$ cat src/rtl/pulse_pattern_scheduler.sv
// rtl/pulse_pattern_scheduler.sv - two-requester round-robin pulse pattern dwell scheduler
module pulse_pattern_scheduler #(
    parameter int DUR_W = 8
) (
    input  logic             CLK,
    input  logic             RST_n,
    input  logic             req0,
    input  logic [15:0]      pat0,
    input  logic [DUR_W-1:0] dur0,
    input  logic             req1,
    input  logic [15:0]      pat1,
    input  logic [DUR_W-1:0] dur1,
    input  logic             stop,
    output logic             gnt0,
    output logic             gnt1,
    output logic [15:0]      Q_in,
    output logic             load,
    output logic             busy,
    output logic             active_id
);

    typedef enum logic [1:0] {
        IDLE = 2'd0,
        LOAD = 2'd1,
        RUN  = 2'd2
    } state_t;

    state_t           state;
    logic [DUR_W-1:0] cnt;
    logic             rr_ptr;
    logic             any_req;
    logic             winner;

    // A lone request always wins; on a tie the round-robin pointer decides.
    assign any_req = req0 | req1;
    assign winner  = (req0 & req1) ? rr_ptr : req1;

    // Scheduler FSM: every output is a register updated alongside the state.
    always_ff @(posedge CLK or negedge RST_n) begin
        if (!RST_n) begin
            state     <= IDLE;
            cnt       <= '0;
            rr_ptr    <= 1'b0;
            Q_in      <= 16'h0000;
            load      <= 1'b0;
            gnt0      <= 1'b0;
            gnt1      <= 1'b0;
            busy      <= 1'b0;
            active_id <= 1'b0;
        end else begin
            case (state)
                IDLE: begin
                    if (any_req) begin
                        state     <= LOAD;
                        Q_in      <= winner ? pat1 : pat0;
                        cnt       <= winner ? dur1 : dur0;
                        gnt0      <= ~winner;
                        gnt1      <= winner;
                        load      <= 1'b1;
                        busy      <= 1'b1;
                        active_id <= winner;
                        rr_ptr    <= ~winner;
                    end
                end
                LOAD: begin
                    // Single-cycle strobe; a zero dwell returns straight to IDLE.
                    load <= 1'b0;
                    gnt0 <= 1'b0;
                    gnt1 <= 1'b0;
                    if (cnt == '0) begin
                        state <= IDLE;
                        busy  <= 1'b0;
                    end else begin
                        state <= RUN;
                    end
                end
                RUN: begin
                    // Leaving on cnt==1 gives exactly dur RUN cycles and no wrap.
                    if (stop || (cnt == DUR_W'(1))) begin
                        state <= IDLE;
                        cnt   <= '0;
                        busy  <= 1'b0;
                    end else begin
                        cnt <= cnt - DUR_W'(1);
                    end
                end
                default: begin
                    state <= IDLE;
                    cnt   <= '0;
                    load  <= 1'b0;
                    gnt0  <= 1'b0;
                    gnt1  <= 1'b0;
                    busy  <= 1'b0;
                end
            endcase
        end
    end

endmodule

$ cat config.mk
export PLATFORM = sky130hd
export DESIGN_NAME = pulse_pattern_scheduler
export DESIGN_NICKNAME = d
export VERILOG_FILES = /design/src/rtl/pulse_pattern_scheduler.sv
export SDC_FILE = /design/constraint.sdc
export NUM_CORES = 1
export LEC_CHECK = 0
export ABC_AREA = 1
export CAP_MARGIN = 20
export CORE_UTILIZATION = 56
export CTS_CLUSTER_SIZE = 40
export DETAILED_ROUTE_END_ITERATION = 6
export DONT_BUFFER_PORTS = 1
export PLACE_DENSITY = 0.76
export SLEW_MARGIN = 20
export SYNTH_ARGS = -nofsm -noshare
export SYNTH_HDL_FRONTEND = slang
export SYNTH_SLANG_ARGS = --single-unit
$ cat constraint.sdc
create_clock -name CLK -period 1.4 [get_ports CLK]
set_clock_uncertainty 0.05 [all_clocks]
set_input_delay 0.28 -clock CLK [delete_from_list [all_inputs] [get_ports CLK]]
set_output_delay 0.28 -clock CLK [all_outputs]
set_load 0.05 [all_outputs]
After elaboration in Yosys (flattened, before gate mapping)
Cells that the tools add are included.
Storage, ports and cells
  register bits after elaboration: 32
  input port bits: 53
Operators by class
  $add $sub $neg: 1
  eq/ne operators: 6
  mux-type cells: 19
  bitwise gates (word level): 5
  reductions and logical operators: 8
Operators by type and width (number)
  8-bit 2-to-1 mux: 3
  8-bit case mux with 3 select lines: 1
  16-bit 2-to-1 mux: 1
  8-bit by 1-bit equality test with 1-bit output, second input constant: 1
  8-bit zero test: 1
  2-bit AND reduction: 4
  8-bit by 1-bit subtractor with 8-bit output, second input constant: 1
  1-bit 2-to-1 mux: 6
  2-bit 2-to-1 mux: 3
  2-bit inequality test, second input constant: 3
  1-bit case mux with 2 select lines: 3
  2-bit case mux with 3 select lines: 1
  1-bit inverter: 3
  1-bit case mux with 3 select lines: 1
  3-bit AND reduction: 1
  2-bit by 1-bit equality test with 1-bit output, second input constant: 1
  2-bit equality test, second input constant: 1
  2-bit zero test: 1
  1-bit AND: 1
  1-bit logical OR: 1
  1-bit bitwise OR: 1

Longest topological paths before layout
Gate-level depths: netlist (run 1).
  depth in word-level cells: 5
  gate-level depth with buffers: 10
  depth with buffers taken out: 10

Worst setup path before layout (run 1)
No wires, ideal clock.
  path kind: reg2reg
  start: reg cnt[0]
  end: reg cnt[4]
  arrival time: 1131 ps
  required time: 1233 ps
  path slack: 102 ps
  stages on the path, launching flop included: 10
  buffers on the path: 0
  path through: dfrtp_1 inv_1 ha_1 nand2_1 nor2_1 nor2_1 o21ai_1 nand2_1 nand2_1 nand2_1
On the way
  cells in the longest elaborated chain, start to end: 4
Ends and longest elaborated chain
  start: declaration: line 29  | logic [DUR_W-1:0] cnt;
  start signal: assignment: line 56  | cnt <= winner ? dur1 : dur0;
  start signal: assignment: line 84  | cnt <= cnt - DUR_W'(1);
  parallel branches: the longest is 2 deep, another holds 8-bit by 1-bit subtractor with 8-bit output
  8-bit 2-to-1 mux (*): line 79  | if (stop || (cnt == DUR_W'(1))) begin
  8-bit case mux with 3 select lines (*): line 51  | case (state)
Every way passes the cells marked *.
A chain may end at the register's enable or synchronous reset.

Worst setup path in the final report (run 1)
Same ends and word-level chain as after synthesis.

==> run metrics, run 1 <==
share of cells above drive strength 1 0.210; WL per Instance 14.2 µm; H-tree depth 2; Critical Path End cnt[4]; distinct cell type count after synthesis 18; CTS tree yes; CP max stage delay roughly 0.44 ns; clock buffer depth 2; final non-filler cell total approximately 290; P&R area growth vs syn 16.9%; Setup crit end kind flop; minimum clock period between 1 and 1.5 ns; internal power about 2.4 mW; post-DP HPWL approximately 2.7 mm; Finished Core Util 0.713; Clock Pin Slew Worst Setup and Hold Paths approximately 0.10 ns; Reg2Reg Depth 9; all-layer global routing usage 0.237; Rel. slew slack 0.674; mapped cell area ~0.0017 mm²; GP Congestion approximately 0.82; Gate power share 0.409; Die ar. 0.00331 mm²; Setup crit start kind flop; NetSw about 3.2 mW; # port buffers 0; status finished, violations left; Crit-path slowest cell dfrtp_1; Hold Slack 0.0342 ns; Initial DRC Count 77; Max Fclk between 700 and 800 MHz; core area between 0.002 and 0.003 mm²; yosys warns 0; initial antenna violation count 0; ranking of synthesized cells by area dfrtp_1 (46%), nand2_1 (16%), a21oi_1 (11%), nor2_1 (7.6%), inv_1 (4.1%); Die Y roughly 58 µm; sequential-to-total area share from yosys stat 0.464; unrepaired setup endpoints after global routing true; Antenna Nets Post-Route 0; Power Dens Cells approximately 2800 mW/mm²; Worst-Margin Slew a little under 0.5 ns; DRC 5; Ports 74; CP required approximately 1.6 ns; clock latency on the worst-skew pair 0.32 ns; capture point of the worst reg-to-reg path cnt[4]; worst vdd ir 0.00196 V; vias in the first global route about 1,400; FF-to-FF setup slack about 0.0014 ns; Nets 311; cells after synthesis 240; max-slew violation count 0; DP Cell Count about 270; sequential power share 0.494; total gr overflow 0; critical path arrival roughly 1.6 ns; vias per cell approximately 5.4; wirelength, routed roughly 4 mm; Fin Setup TNS 0 ns; Initial Utilization 0.610; # rows 19; Switching Share 0.565; final setup vio count 0; Hold WC Path Type in -> reg; period utilization 0.999; Power, Total approximately 5.6 mW; #FFs+latches synth 32; FF-to-FF Start cnt[0]; Hold Vio Cnt, Final 0; first-pass GRT wire length between 5 and 6 mm; crit-path max FO 3; Max-Cap Viols 0; cell mode on critical path nand2_1; Crit Path Class reg -> reg; violated checks design-rule violations; syn nets approximately 300; Die Span X ~58 µm; Clock Power Share 0.097; Pleak between 1 and 1.5 nW; clk sinks 32; largest net degree at the start of global routing 33; Synth area leader dfrtp_1; total number of vias ~1,600; top cell type's share of synthesized area 0.464; Mean Syn Cell Area approximately 7 µm²; crit path cell chain inv_2 > ha_4 > nand2_4 > nor2_4 > nor2_1 > o21ai_1 > nand2_1 > nand2_1 > nand2_1; number of CTS-inserted buffers 5; Worst Setup SP cnt[0]; root buf cell clkbuf_4; n_diodes 0; DRT Pass-1 Iters 7
[cell families after synthesis]
| group | synth area share |
|---|---|
| fa+ha+maj | 0.0145 |
| compound gates | 0.139 |
| simple gates | 0.307 |
| buf+inv | 0.0703 |
| xor+xnor | 0.00507 |
| flops | 0.464 |
[cell type report]
class	count	area [µm²]
Timing Repair Buffer	13	116
Fill cell	236	811
Sequential cell	32	801
Inverter	25	98.8
Tap cell	31	38.8
Clock inverter	2	10.0
Multi-Input combinational cell	179	902
Clock buffer	6	51.3
[stage by stage]
step | area, µm² | setup slack [ns]
finish | 2020 | 0.00142
global route | 2020 | -0.0965
CTS | 1900 | 0.0100
detailed placement | 1800 | -0.00215
global placement | 1800 | 0.0383
floorplan | 1730 | 0.102
[power groups by stage]
stage | combinational (mW) | clock (mW) | sequential, mW
after floorplan | 1.44 | 0 | 2.70
after global placement | 1.84 | 0 | 2.74
after detailed placement | 1.90 | 0 | 2.75
after CTS | 1.95 | 0.556 | 2.73
after global routing | 2.53 | 0.601 | 2.81
final | 2.29 | 0.540 | 2.76
[repair_timing]
| action | 4_1_cts | 5_1_grt |
|---|---|---|
| gates cloned | 0 | 1 |
| hold buffers | 2 | 0 |
| buffers inserted | 0 | 3 |
| pin swaps | 0 | 16 |
| hold endpoints to repair | 32 | 0 |
| setup endpoints to repair | 3 | 25 |
| resized for setup | 2 | 29 |
[placed cells by master (no fill, tap or decap), drive strengths merged, types with 6 or more instances in the layout]
cell type | netlist | final
buf | 5 | 12
nand3 | 6 | 6
dfrtp | 32 | 32
inv | 25 | 25
nor2 | 42 | 43
a21oi | 38 | 38
nand2 | 77 | 77
clkbuf | 0 | 6
o21ai | 10 | 10
[Yosys cell counts]
cell      n
xor2_1    1
nand2_1  75
nand3_1   6
inv_2     6
buf_4     1
nor3_1    1
o21ai_1   2
o21ai_0   8
nand2_2   2
nor2_4    4
or2_1     1
nor2_2    3
inv_1    19
a21oi_1  38
dfrtp_1  32
nor2_1   35
ha_1      2
buf_2     4
[sequential cells by signal, summed over array words and instances (netlist names)]
| signal | cells |
|---|---|
| state | 2 |
| cnt | 8 |
| gnt0 | 1 |
| busy | 1 |
| gnt1 | 1 |
| active_id | 1 |
| rr_ptr | 1 |
| load | 1 |
| Q_in | 16 |
[layer usage]
layer	routed length, µm	share of wire	up-vias	global-route usage
met5	0	0	-	0
met4	59	0.014	0	0.0836
met3	326	0.080	9	0.0658
met2	1950	0.48	66	0.382
met1	1760	0.43	701	0.307
li1	-	-	790	-
[worst min-delay path by stage]
stage	startpoint	endpoint	slack, ns	cells past startpoint
global route	pat1[7]	Q_in[7]	0.01	2
CTS	pat1[2]	Q_in[2]	0.03	2
global placement	RST_n	cnt[5]	-0.06	0
detailed placement	RST_n	Q_in[0]	-0.06	0
floorplan	RST_n	Q_in[0]	-0.07	0
finish	pat1[1]	Q_in[1]	0.03	2
[worst max-delay path: cells and delay by family, from the launching register on]
| kind | cells | cell delay [ns] |
|---|---|---|
| adders and majority gates | 1 | 0.16 |
| DFF | 1 | 0.44 |
| and+or+nand+nor | 6 | 0.42 |
| buffers and inverters | 1 | 0.11 |
| AOI/OAI and AO/OA | 1 | 0.11 |
(Power assumes the default switching activity.)
==> inputs of run 2 (changes only) <==
--- a/config.mk
+++ b/config.mk
@@ -7,11 +7,14 @@
 export LEC_CHECK = 0
 export ABC_AREA = 1
 export CAP_MARGIN = 20
-export CORE_UTILIZATION = 56
+export CORE_UTILIZATION = 59
+export CTS_BUF_LIST = sky130_fd_sc_hd__clkbuf_4
 export CTS_CLUSTER_SIZE = 40
 export DETAILED_ROUTE_END_ITERATION = 6
 export DONT_BUFFER_PORTS = 1
-export PLACE_DENSITY = 0.76
+export GPL_TIMING_DRIVEN = 0
+export PLACE_DENSITY = 0.8
+export SKIP_LAST_GASP = 1
 export SLEW_MARGIN = 20
 export SYNTH_ARGS = -nofsm -noshare
 export SYNTH_HDL_FRONTEND = slang
==> run metrics, run 2 (synthesis results as in run 1) <==
Fin Setup TNS 0 ns; H-tree depth 2; clock latency on the worst-skew pair 0.33 ns; met2 Use GR 0.400; NetSw just over 3 mW; all-layer global routing usage 0.259; largest net degree at the start of global routing 33; clk sinks 32; critical path arrival 1.57 ns; Setup crit start kind flop; max-slew violation count 0; Setup crit end kind flop; Most flops, register Q_in; Die Span X around 56 µm; DRT Pass-1 Iters 5; Switching Share 0.553; Power, Total about 5.5 mW; Clock Power Share 0.123; Pleak roughly 0.99 nW; Max-Cap Viols 0; # rows 19; worst vdd ir about 0.0021 V; clock buffer depth 2; most frequent cells in the layout nand2_1 (70), a21oi_1 (38), nor2_1 (33); Largest register FFs 16; core area approximately 0.0028 mm²; vias per cell roughly 5.4; Crit-path slowest cell dfrtp_1; most common cell after layout, fill and taps aside nand2_1; vias in the first global route ~1,500; CP required roughly 1.6 ns; total gr overflow 0; Nets around 300; Initial Utilization 0.626; CTS tree yes; Crit Path Class reg -> reg; Hold WC Path Type in -> reg; share of cells above drive strength 1 0.184; root buf cell clkbuf_4; Design Area, Final about 0.0020 mm²; GRT met3 Usage 0.0581; Antenna Nets Post-Route 0; Die Y around 56 µm; Hold Vio Cnt, Final 0; final setup vio count 0; Gate power share 0.372; GR peak layer met2; cell mode on critical path nand2_1; Initial DRC Count between 60 and 70; final non-filler cell total between 200 and 300; number of CTS-inserted buffers 5; DRC 0; internal power approximately 2.5 mW; total number of vias around 1,500; first-pass GRT wire length roughly 6.2 mm; minimum clock period between 1 and 1.5 ns; status completed; Worst-Margin Slew a little under 0.5 ns; period utilization 0.992; Ports between 70 and 80; Max Fclk between 700 and 800 MHz; # port buffers 0; met1 usage 0.342; unrepaired setup endpoints after global routing true; Clock Pin Slew Worst Setup and Hold Paths 0.10 ns; Top Registers Q_in x16, cnt x8, state x2; post-DP HPWL between 2 and 3 mm; sequential power share 0.505; DP Cell Count 271; P&R area growth vs syn 15.7%; wirelength, routed between 3 and 4 mm; Post-DP Area 0.00177 mm²; CP max stage delay roughly 0.46 ns; Die ar. about 0.0031 mm²; crit path cell chain nor2_1 > nand2_4 > nor2_4 > nor2_4 > nor2_1 > nand2_1 > nand2_1 > nand2_1; crit-path max FO 8; initial antenna violation count 0; WL per Instance 13.6 µm; Rel. slew slack 0.671; n_diodes 0; GP Congestion 0.801; Power Dens Cells about 2800 mW/mm²
[run 2: timing repair]
item	4_1_cts	5_1_grt
endpoints found under the hold margin	32	0
gates resized for setup	4	22
endpoints found under the setup margin	9	23
hold buffers	2	0
setup buffers	3	2
pin swaps	1	10
[run 2: final timing paths]
check / from / endpoint / slack (ns) / cells after the start
setup / recovery: cnt[3] / busy / 0.01 / 8
hold / removal: pat1[10] / Q_in[10] / 0.02 / 2
setup reg to reg: cnt[3] / busy / 0.01 / 8
hold reg to reg: rr_ptr / rr_ptr / 0.48 / 2
max in group asynchronous: RST_n / cnt[5] / 0.81 / 2
min in group asynchronous: RST_n / cnt[7] / 0.32 / 2
[run 2: power by group through the flow]
stage | clock network, mW | logic (mW) | registers (mW)
after floorplan | 0 | 1.44 | 2.70
after global placement | 0 | 1.71 | 2.77
after detailed placement | 0 | 1.76 | 2.78
after CTS | 0.696 | 1.87 | 2.76
after global routing | 0.726 | 2.35 | 2.85
final | 0.683 | 2.06 | 2.80
[run 2: worst max-delay path, delay by kind of cell, from the launching register on]
family,cells,cell delay (ns)
and+or+nand+nor,8,0.78
DFF,1,0.46
[run 2: per-stage QoR]
step | setup WS [ns] | utilization | hold slack, ns
after floorplan | 0.102 | - | -0.0656
after global placement | 0.00135 | 0.640 | -0.0647
after detailed placement | -0.0485 | 0.640 | -0.0648
after CTS | -0.0213 | 0.692 | 0.0109
after global routing | -0.0815 | 0.724 | 0.00711
final | 0.0107 | 0.724 | 0.0217
[run 2: routing by layer]
metal,share of wire,wire [µm]
met4,0.018,70
met2,0.46,1810
met1,0.45,1740
met5,0,0
met3,0.070,272
[run 2: layout make-up]
cell class              instances  area [µm²]
plain buffers                   5        31.3
clock buffers                   5        37.5
clock inverters                 3        37.5
fillers                       223         761
inverters                      25        96.3
multi-input cells             178         886
flip-flops and latches         32         802
well taps                      31        38.8
repair buffers                  7        67.6
==> inputs of run 3 (changes only) <==
--- a/config.mk
+++ b/config.mk
@@ -7,13 +7,13 @@
 export LEC_CHECK = 0
 export ABC_AREA = 1
 export CAP_MARGIN = 20
-export CORE_UTILIZATION = 59
+export CORE_UTILIZATION = 47
 export CTS_BUF_LIST = sky130_fd_sc_hd__clkbuf_4
 export CTS_CLUSTER_SIZE = 40
 export DETAILED_ROUTE_END_ITERATION = 6
-export DONT_BUFFER_PORTS = 1
 export GPL_TIMING_DRIVEN = 0
-export PLACE_DENSITY = 0.8
+export HOLD_SLACK_MARGIN = 0.08
+export PLACE_DENSITY = 0.9
 export SKIP_LAST_GASP = 1
 export SLEW_MARGIN = 20
 export SYNTH_ARGS = -nofsm -noshare
==> constraint.sdc (replaced) <==
create_clock -name CLK -period 1.8 [get_ports CLK]
set_clock_uncertainty 0.05 [all_clocks]
set_input_delay 0.36 -clock CLK [delete_from_list [all_inputs] [get_ports CLK]]
set_output_delay 0.36 -clock CLK [all_outputs]
set_load 0.05 [all_outputs]
==> run metrics, run 3 (synthesis results as in run 1) <==
Max Fclk ~600 MHz; # rows 21; Initial DRC Count 86; Setup crit start kind flop; clk sinks 32; Top delay family on crit path buffers and inverters; Clock Pin Slew Worst Setup and Hold Paths about 0.11 ns; core area between 0.003 and 0.004 mm²; H-tree depth 2; root buf cell clkbuf_4; Crit-path slowest cell dlygate4sd2_1; Hold WC Path Type reg -> reg; number of CTS-inserted buffers 5; CP required between 1 and 1.5 ns; CP max stage delay around 0.54 ns; clock buffer depth 2; max-slew violation count 0; Setup crit end kind output pin; worst vdd ir around 0.0011 V; Top Registers Q_in x16, cnt x8, state x2; total number of vias ~1,800; GP Congestion ~0.84; share of cells above drive strength 1 0.0901; largest net degree at the start of global routing 33; first-pass GRT wire length between 7 and 8 mm; Reg2Reg Depth 9; all-layer global routing usage 0.257; Hold Vio Cnt, Final 0; Rel. slew slack 0.523; Max-Cap Viols 0; vias in the first global route 1,695; Antenna Nets Post-Route 0; Ports 74; Worst Hold Path EP busy; Die Span X about 63 µm; worst hold start busy; post-DP HPWL roughly 3.4 mm; total gr overflow 0; most common cell after layout, fill and taps aside nand2_1; Die ar. 0.00392 mm²; Power Dens Cells between 1500 and 2000 mW/mm²; unrepaired setup endpoints after global routing false; WP depth 1; Initial Utilization 0.505; worst hold stages 2; n_diodes 0; wirelength, routed 4.62 mm; period utilization 0.923; Crit Path Class reg -> out; Largest register FFs 16; # port buffers 73; vias per cell 4.89; status completed; FF-to-FF setup slack between 0.3 and 0.4 ns; DRC 0; minimum clock period approximately 1.7 ns; initial antenna violation count 0; P&R area growth vs syn 49.1%; Pleak ~1.3 nW; FF-to-FF Start cnt[0]; Fin Setup TNS 0 ns; critical path arrival between 1 and 1.5 ns; clock latency on the worst-skew pair around 0.34 ns; Die Y between 60 and 70 µm; Most flops, register Q_in; capture point of the worst reg-to-reg path cnt[6]; crit-path max FO 2; WL per Instance between 10 and 15 µm; CP Buf/Inv Count 1; crit path cell chain dlygate4sd2_1; CTS tree yes; Power, Total ~4.5 mW; most frequent cells in the layout nand2_1 (75), clkdlybuf4s50_1 (51), a21oi_1 (38); Nets between 300 and 400; final setup vio count 0; DRT Pass-1 Iters 5; Worst-Margin Slew about 0.72 ns
[run 3: cell count changes in the layout (fill, tap and decap cells not counted), sizes merged]
| cell | delta |
|---|---|
| dlygate4sd2 | +21 |
| clkbuf | +1 |
| clkdlybuf4s50 | +51 |
| clkinv | -1 |
| buf | -5 |
[run 3: timing repair]
item	4_1_cts	5_1_grt
hold buffers	1	0
endpoints found under the setup margin	21	0
endpoints found under the hold margin	32	0
resized for setup	21	0
setup buffers	0	0
[run 3: metrics by stage]
step,util,setup WS (ns),area (µm²),hold WS [ns],instances
after detailed placement,0.735,-0.0992,2510,0.399,359
after CTS,0.753,0.132,2570,0.434,368
after global placement,0.736,-0.302,2510,0.416,359
after floorplan,-,0.502,1730,0.0144,240
after global routing,0.753,0.0762,2570,0.465,368
final,0.753,0.138,2570,0.430,368
[run 3: power by group]
part,switching (mW),leakage (nW),internal (mW),total (mW)
combinational,1.88,0.832,0.790,2.67
clock,0.252,0.0456,0.306,0.558
sequential,0.214,0.380,1.06,1.27
total,2.35,1.26,2.16,4.50
[run 3: worst max path at each step]
stage / slack, ns / endpoint / from
after global placement: -0.30 / cnt[0] / RST_n
after floorplan: 0.50 / cnt[4] / cnt[0]
after global routing: 0.08 / active_id / active_id
after CTS: 0.13 / active_id / active_id
after detailed placement: -0.1 / cnt[1] / req0
final: 0.14 / Q_in[8] / Q_in[8]
[run 3: layout make-up]
cell class                      count  area, µm²
Buffer                              5       27.5
Tap cell                           46       57.6
Inverter                           25       93.8
Clock inverter                      2       35.0
Fill cell                         273        842
Clock buffer                        6       45.0
Sequential cell                    32        801
Multi-Input combinational cell    178        805
Timing Repair Buffer               74        709
[run 3: routing by layer]
metal / global-route usage / wire, µm / up-vias
met3: 0.0675 / 259 / 9
met1: 0.330 / 2010 / 814
li1: - / - / 915
met5: 0 / 0 / -
met4: 0.0901 / 65 / 0
met2: 0.418 / 2280 / 62
